**src/rtl/alu_if.sv**
```systemverilog
// Operand/opcode/result bundle for the execute-stage ALU.
// The master side drives the operands; the slave (the ALU) drives the result and flags.
interface alu_if;
   logic [7:0] A;
   logic [7:0] B;
   logic [3:0] opcode;
   logic [7:0] ALU_OUT;
   logic       Zero_Flag;
   logic       Negative_Flag;
   logic       Carry_Flag;
   logic       Overflow;

   modport master (
      output A, B, opcode,
      input  ALU_OUT, Zero_Flag, Negative_Flag, Carry_Flag, Overflow
   );

   modport slave (
      input  A, B, opcode,
      output ALU_OUT, Zero_Flag, Negative_Flag, Carry_Flag, Overflow
   );
endinterface

```
**src/rtl/alu.sv**
```systemverilog
// Registered 8-bit ALU with persistent Z/N/C/V flags; C also feeds the rotate-through-carry ops.
// Build option: define ALU_MOV_EN to enable opcode 0001 as MOV; otherwise 0001 behaves as NOP.
module alu (
   input  logic  CLK,
   input  logic  RST,
   alu_if.slave  bus
);

   localparam logic [3:0] OP_NOP   = 4'b0000;
   localparam logic [3:0] OP_MOV   = 4'b0001;
   localparam logic [3:0] OP_ADD   = 4'b0010;
   localparam logic [3:0] OP_SUB   = 4'b0011;
   localparam logic [3:0] OP_AND   = 4'b0100;
   localparam logic [3:0] OP_OR    = 4'b0101;
   localparam logic [3:0] OP_ROT   = 4'b0110;
   localparam logic [3:0] OP_UNARY = 4'b1000;

   localparam logic [1:0] SUB_RLC  = 2'b00;
   localparam logic [1:0] SUB_RRC  = 2'b01;
   localparam logic [1:0] SUB_SETC = 2'b10;
   localparam logic [1:0] SUB_CLRC = 2'b11;

   localparam logic [1:0] SUB_NOT  = 2'b00;
   localparam logic [1:0] SUB_NEG  = 2'b01;
   localparam logic [1:0] SUB_INC  = 2'b10;
   localparam logic [1:0] SUB_DEC  = 2'b11;

   logic [7:0] res_q, res_d;
   logic       z_q, z_d;
   logic       n_q, n_d;
   logic       c_q, c_d;
   logic       v_q, v_d;

   logic [8:0] sum9;
   logic [8:0] diff9;
   logic [1:0] ra;
   logic       upd_zn;

   assign ra    = bus.A[1:0];
   assign sum9  = {1'b0, bus.A} + {1'b0, bus.B};
   assign diff9 = {1'b0, bus.A} - {1'b0, bus.B};

   always_comb begin
      res_d  = res_q;
      z_d    = z_q;
      n_d    = n_q;
      c_d    = c_q;
      v_d    = v_q;
      upd_zn = 1'b0;

      case (bus.opcode)
`ifdef ALU_MOV_EN
         OP_MOV: begin
            res_d  = bus.B;
            upd_zn = 1'b1;
         end
`endif
         OP_ADD: begin
            res_d  = sum9[7:0];
            c_d    = sum9[8];
            v_d    = (bus.A[7] == bus.B[7]) && (sum9[7] != bus.A[7]);
            upd_zn = 1'b1;
         end
         OP_SUB: begin
            // bit 8 of the zero-extended difference is the unsigned borrow
            res_d  = diff9[7:0];
            c_d    = diff9[8];
            v_d    = (bus.A[7] != bus.B[7]) && (diff9[7] != bus.A[7]);
            upd_zn = 1'b1;
         end
         OP_AND: begin
            res_d  = bus.A & bus.B;
            upd_zn = 1'b1;
         end
         OP_OR: begin
            res_d  = bus.A | bus.B;
            upd_zn = 1'b1;
         end
         OP_ROT: begin
            case (ra)
               SUB_RLC: begin
                  res_d  = {bus.B[6:0], c_q};
                  c_d    = bus.B[7];
                  upd_zn = 1'b1;
               end
               SUB_RRC: begin
                  res_d  = {c_q, bus.B[7:1]};
                  c_d    = bus.B[0];
                  upd_zn = 1'b1;
               end
               SUB_SETC: c_d = 1'b1;
               SUB_CLRC: c_d = 1'b0;
               default:  c_d = c_q;
            endcase
         end
         OP_UNARY: begin
            upd_zn = 1'b1;
            case (ra)
               SUB_NOT: res_d = ~bus.B;
               SUB_NEG: begin
                  res_d = 8'h00 - bus.B;
                  v_d   = (bus.B == 8'h80);
               end
               SUB_INC: begin
                  res_d = bus.B + 8'h01;
                  v_d   = (bus.B == 8'h7F);
               end
               SUB_DEC: begin
                  res_d = bus.B - 8'h01;
                  v_d   = (bus.B == 8'h80);
               end
               default: res_d = res_q;
            endcase
         end
         OP_NOP:  res_d = res_q;
         default: res_d = res_q;
      endcase

      // Z/N always follow the freshly computed result, never the old one
      if (upd_zn) begin
         z_d = (res_d == 8'h00);
         n_d = res_d[7];
      end
   end

   always_ff @(posedge CLK or negedge RST) begin
      if (!RST) begin
         res_q <= 8'h00;
         z_q   <= 1'b0;
         n_q   <= 1'b0;
         c_q   <= 1'b0;
         v_q   <= 1'b0;
      end else begin
         res_q <= res_d;
         z_q   <= z_d;
         n_q   <= n_d;
         c_q   <= c_d;
         v_q   <= v_d;
      end
   end

   assign bus.ALU_OUT       = res_q;
   assign bus.Zero_Flag     = z_q;
   assign bus.Negative_Flag = n_q;
   assign bus.Carry_Flag    = c_q;
   assign bus.Overflow      = v_q;

endmodule

```
**src/flat_wrapper.sv**
```systemverilog
// flat-port wrapper written by rule: the top's interface ports become plain ports
module alu_flat 
  (CLK, RST, bus_A, bus_B, bus_opcode, bus_ALU_OUT, bus_Zero_Flag, bus_Negative_Flag, bus_Carry_Flag, bus_Overflow);
  alu_if bus_i ();
  input  logic CLK;
  input  logic RST;
  input wire logic [$bits(bus_i.A)-1:0] bus_A;
  input wire logic [$bits(bus_i.B)-1:0] bus_B;
  input wire logic [$bits(bus_i.opcode)-1:0] bus_opcode;
  output wire logic [$bits(bus_i.ALU_OUT)-1:0] bus_ALU_OUT;
  output wire logic [$bits(bus_i.Zero_Flag)-1:0] bus_Zero_Flag;
  output wire logic [$bits(bus_i.Negative_Flag)-1:0] bus_Negative_Flag;
  output wire logic [$bits(bus_i.Carry_Flag)-1:0] bus_Carry_Flag;
  output wire logic [$bits(bus_i.Overflow)-1:0] bus_Overflow;
  assign bus_i.A = bus_A;
  assign bus_i.B = bus_B;
  assign bus_i.opcode = bus_opcode;
  assign bus_ALU_OUT = bus_i.ALU_OUT;
  assign bus_Zero_Flag = bus_i.Zero_Flag;
  assign bus_Negative_Flag = bus_i.Negative_Flag;
  assign bus_Carry_Flag = bus_i.Carry_Flag;
  assign bus_Overflow = bus_i.Overflow;
  alu u_core (.CLK(CLK), .RST(RST), .bus(bus_i));
endmodule
```
**config.mk**
```make
export PLATFORM = sky130hd
export DESIGN_NAME = alu_flat
export DESIGN_NICKNAME = d
export VERILOG_FILES = /design/src/rtl/alu_if.sv /design/src/rtl/alu.sv /design/src/flat_wrapper.sv
export SDC_FILE = /design/constraint.sdc
export NUM_CORES = 1
export LEC_CHECK = 0
export CORE_MARGIN = 4
export CORE_UTILIZATION = 40
export CTS_BUF_LIST = sky130_fd_sc_hd__clkbuf_8
export DETAILED_ROUTE_END_ITERATION = 12
export DONT_BUFFER_PORTS = 1
export PLACE_DENSITY = 0.59
export REMOVE_ABC_BUFFERS = 1
export SLEW_MARGIN = 20
export SYNTH_ARGS = -nofsm -noshare
export SYNTH_HDL_FRONTEND = slang
export SYNTH_SLANG_ARGS = --single-unit
```
**constraint.sdc**
```tcl
create_clock -name CLK -period 3.4 [get_ports CLK]
set_input_delay 0.68 -clock CLK [delete_from_list [all_inputs] [get_ports CLK]]
set_output_delay 0.68 -clock CLK [all_outputs]
set_load 0.02 [all_outputs]
```
Word-level counts from Yosys, hierarchy flattened
Index checks and enable logic that the tools add are counted.
- bits of input ports: 22
- logic and storage cells: 48
- register bits after elaboration: 12
- output and inout bits: 12
- bitwise operators: 3
- reduce and logical (&&, ||, !) cells: 10
- equal/unequal tests: 16
- muxes and demuxes: 9
- $add $sub $neg: 5
- operators by type and width (kind ; number):
    case mux 8 bit (6 select lines) ; 1
    case mux 8 bit (4 select lines) ; 1
    case mux 8 bit (2 select lines) ; 1
    == test 4 x 3 -> 1 bit (second input constant) ; 3
    adder 8 x 8 -> 9 bit ; 1
    subtractor 8 x 8 -> 9 bit ; 1
    adder 8 x 1 -> 8 bit (second input constant) ; 1
    bitwise AND 8 bit ; 1
    == test 4 x 2 -> 1 bit (second input constant) ; 2
    == test 8 x 7 -> 1 bit (second input constant) ; 1
    == test 8 bit (second input constant) ; 1
    zero test 8 bit ; 1
    inverter 8 bit ; 1
    bitwise OR 8 bit ; 1
    subtractor 1 x 8 -> 8 bit (first input constant) ; 1
    subtractor 8 x 1 -> 8 bit (second input constant) ; 1
    case mux 1 bit (3 select lines) ; 2
    nonzero test 3 bit ; 2
    OR reduction 5 bit ; 1
    == test 2 bit (second input constant) ; 2
    == test 4 bit (second input constant) ; 1
    case mux 1 bit (2 select lines) ; 2
    case mux 1 bit (4 select lines) ; 1
    OR reduction 2 bit ; 2
    8 further kinds ; 11

Depth between registers and ports, before layout
- word-level depth: 4
- mapped depth: 12

Worst setup path after synthesis
Ideal clock, no wire load.
- path kind: in2reg
- start: in bus_A[1]
- end: reg u_core.z_q (netlist: u_core.bus.Zero_Flag)
- setup time: 92 ps
- data arrival time: 3151 ps
- cell stages on the path: 12
- path slack: 158 ps
- buffers on the path: 2
- required time: 3308 ps
- cell sequence: buf_2 -> buf_1 -> nand2_1 -> xnor2_1 -> ha_1 -> nor3b_1 -> o21a_1 -> o41ai_1 -> nor4b_2 -> o2111ai_1 -> or4_1 -> o31ai_2
- word-level cells in the longest chain between the ends: 4
- elaborated cells between the ends (all ways): 15
- RTL lines (item ; RTL line ; RTL):
    from (decl) ; flat_wrapper.sv:7 ; input wire logic [$bits(bus_i.A)-1:0] bus_A;
    branches (longest 4 deep; another with subtractor 8 x 8 -> 9 bit) ; - ;
    to (signal assigned) ; alu.sv:135 ; z_q <= z_d;
    to (decl) ; alu.sv:29 ; logic z_q, z_d;
Parallel ways; which one is timed is not known.
A chain may end at the register's enable or synchronous reset.

Worst setup path after layout
- start: in bus_A[0]
- end: reg u_core.z_q (netlist: u_core.bus.Zero_Flag)
- word-level cells in the longest chain between the ends: 4
- elaborated cells between the ends (all ways): 15
- RTL lines (item ; RTL line ; RTL):
    branches (longest 2 deep; another with subtractor 8 x 8 -> 9 bit) ; - ;
    case mux 8 bit (6 select lines) (*) ; alu.sv:51 ; case (bus.opcode)
    named net u_core.res_d[6] ; alu.sv:28 ; logic [7:0] res_q, res_d;
    zero test 8 bit (*) ; alu.sv:121 ; z_d = (res_d == 8'h00);
Mark *: on every way through the listed nets, which the timed path passes.

==> impl_metrics.ini <==
[run_status]
status = completed

[floorplan]
die_area_sq_um = 7190
die_y_microns = 84.8
start_util_pct = 42.1
core_sq_um = 5610
die_x_microns = 84.8
io_pins = 34
rows = 27

[synthesis]
synth_seq_cells = 12
synth_most_common_cell = a21oi_1
yosysSeqAreaShare_pct = 12.7
ys_warn_count = 0
ys_dominant_reg_cell = dfrtp_1
synth_top_area_share_pct = 13.8
async_flop_share_pct = 100
synthTopCellsByCount = a21oi_1, ha_1, inv_1
synthesis.area_sq_um = 2360
synth_edf_count = 0
synth_cells = 317
yosys-top-cells-area = ha_1, dfrtp_1, a21oi_1
syn_avg_cell_area_sq_um = 7.44
ys_types = 64
synth_top_cell_by_area = ha_1

[drt]
drt_first_pass_iters = 5
drt_iter0_markers = 240
vias_per_cell = 6.34
wl_per_cell_microns = 19.3
drcViolationCount = 0
drt_wl_total_mm = 7.20
postRouteAntennaNets = 0
detailroute.via_count = 2365

[sta]
clock_skew_ns = 0.00472
finalCriticalPeriod_ns = 3.03
rsz0062_at_grt = false
final.setup.tns_ns = 0
finalCritPeriodShare_pct = 89.1
finalHoldViolCount = 0
max_freq_ghz = 0.330
tightestPinTransition_ns = 0.503
slew_violations = 0
whs_ns = 0.122
finalSetupViolCount = 0
slew_headroom_pct = 66.4

[grt]
grt_remaining_overflow = 0
grt_max_degree = 38
grt_pass1_vias = 2218
gr-usage-all-layers_pct = 19.5
antenna_found_initial = 0
grt_pass1_wl_mm = 11.5

[clocking]
cts_hold_buffers = 0
cts_tree = yes
cts.repair.resized = 0
cts_setup_buffers = 0
path_clk_slew_ns = 0.06
root_buffer = clkbuf_8
clkSinkCount = 12
insertion_delay_ns = 0.25
clockBufferDepth = 2
htree_num_levels = 1
cts_buffers = 3

[layout]
nFillCells = 610
antenna_cells = 0
seqCellArea_sq_um = 300
syn2layout_area_growth_pct = 2.28
multi_input_area_sq_um = 1830
finalNetCount = 352
drive_gt1_share_pct = 7.64

[power_and_ir_drop]
pwr-share-seq_pct = 34.8
power_density_nw_per_um2 = 271
p_clk_share_pct = 24.6
intPower_uw = 389
vdd_drop_max_v = 0.000198
leakage_uw = 0.000985
comb_power_share_pct = 40.6
switchingPower_uw = 266
swShare_pct = 40.6

[placed_design]
gp_congestion = 0.890
dp_hpwl_mm = 5.50
port_buffers = 0

[critical_path]
r2r_start = u_core.bus.Carry_Flag
critPathArrivalTime_ns = 3.19
critPathKind = in2reg
required_ns = 3.56
critPathLaunchType = primary input
critPathMaxFanout = 27
endpoint_kind = register
setup.worst_path.start = bus_A[0]

[min_path]
hp-class = in2async

[run]
max-cap-violations = 0
==> critical path, cell delays in order <==
cell and delay (ns):
inv_1 0.10, ha_1 0.19, inv_1 0.05, fa_1 0.38, a221o_1 0.35, a211oi_1 0.33
xnor2_1 0.12, a22o_1 0.27, or4_1 0.54, o31ai_2 0.19
==> area by class of cell <==
| class | count | share of cell area, % |
|---|---|---|
| inverter | 27 | 4.20 |
| tap | 72 | 3.73 |
| multi-input combinational | 253 | 75.8 |
| sequential | 12 | 12.4 |
| clock buffer | 4 | 2.28 |
| timing repair buffer | 5 | 1.56 |
==> power groups by stage <==
| stage | clock (uW) | combinational [uW] | sequential, uW |
|---|---|---|---|
| after detailed placement | 0 | 264 | 231 |
| after CTS | 163 | 265 | 229 |
| after global placement | 0 | 262 | 232 |
| after global routing | 171 | 295 | 231 |
| after floorplan | 0 | 208 | 218 |
| final | 161 | 266 | 228 |
==> metrics by stage <==
step,util [%],instance area [sq um],total power [uW],worst slack [ns],std cells
5_1_grt,43.0,2410,696,0.272,373
6_report,43.0,2410,655,0.369,373
3_3_place_gp,42.0,2360,494,0.230,369
3_5_place_dp,42.0,2360,495,0.135,369
2_1_floorplan,-,2230,426,0.406,292
4_1_cts,43.0,2410,657,0.375,373
==> cell families after synthesis <==
group | Yosys count | synth area share [%]
and+or+nand+nor | 102 | 23.4
xor gates and xnor gates | 10 | 3.71
DFF | 12 | 12.7
buffers and inverters | 52 | 9.76
muxes | 8 | 3.50
AOI/OAI and AO/OA | 105 | 31.4
adders and majority gates | 28 | 15.5
==> final timing paths <==
path / to / cells after the start / slack, ns
worst max-delay path: u_core.bus.Zero_Flag / 10 / 0.37
max in group asynchronous: u_core.bus.ALU_OUT[4] / 0 / 3.20
worst max register to register: u_core.bus.Zero_Flag / 6 / 1.22
min in group CLK: u_core.bus.Zero_Flag / 2 / 0.63
worst min-delay path: u_core.bus.ALU_OUT[2] / 0 / 0.12
worst min register to register: u_core.bus.Zero_Flag / 2 / 0.63
==> registers in the layout (all words and copies together), names as in the netlist <==
| signal | flops |
|---|---|
| u_core.bus.Negative_Flag | 1 |
| u_core.bus.Overflow | 1 |
| u_core.bus.Zero_Flag | 1 |
| u_core.bus.Carry_Flag | 1 |
| u_core.bus.ALU_OUT | 8 |
==> metal layers <==
metal | up-vias | part of all wire (%) | GRT usage [%]
li1 | 1136 | - | -
met1 | 1101 | 44 | 26.4
met2 | 110 | 45 | 31.3
met3 | 18 | 8.3 | 3.73
met4 | 0 | 3.1 | 5.90
met5 | - | 0 | 0
==> layout by cell type, fill, tap and decap left out, types with 3 or more instances in the layout <==
cell | netlist | routed
nor3b_1 | 4 | 4
clkbuf_8 | 0 | 4
nand3_1 | 7 | 7
a211oi_1 | 4 | 4
a31oi_1 | 9 | 9
a21oi_1 | 30 | 30
a221oi_1 | 3 | 3
xnor2_1 | 10 | 10
buf_4 | 0 | 5
o22ai_1 | 3 | 3
ha_1 | 26 | 26
nor2_1 | 22 | 22
o21ai_0 | 13 | 13
nor2b_1 | 7 | 7
o21bai_1 | 4 | 4
or3_1 | 5 | 5
inv_1 | 26 | 26
dfrtp_1 | 12 | 12
o211ai_1 | 7 | 7
mux2i_1 | 6 | 6
and3_1 | 4 | 4
nor3_1 | 14 | 14
nand2_1 | 20 | 20
Note: power is estimated with default switching activity, not from simulation.
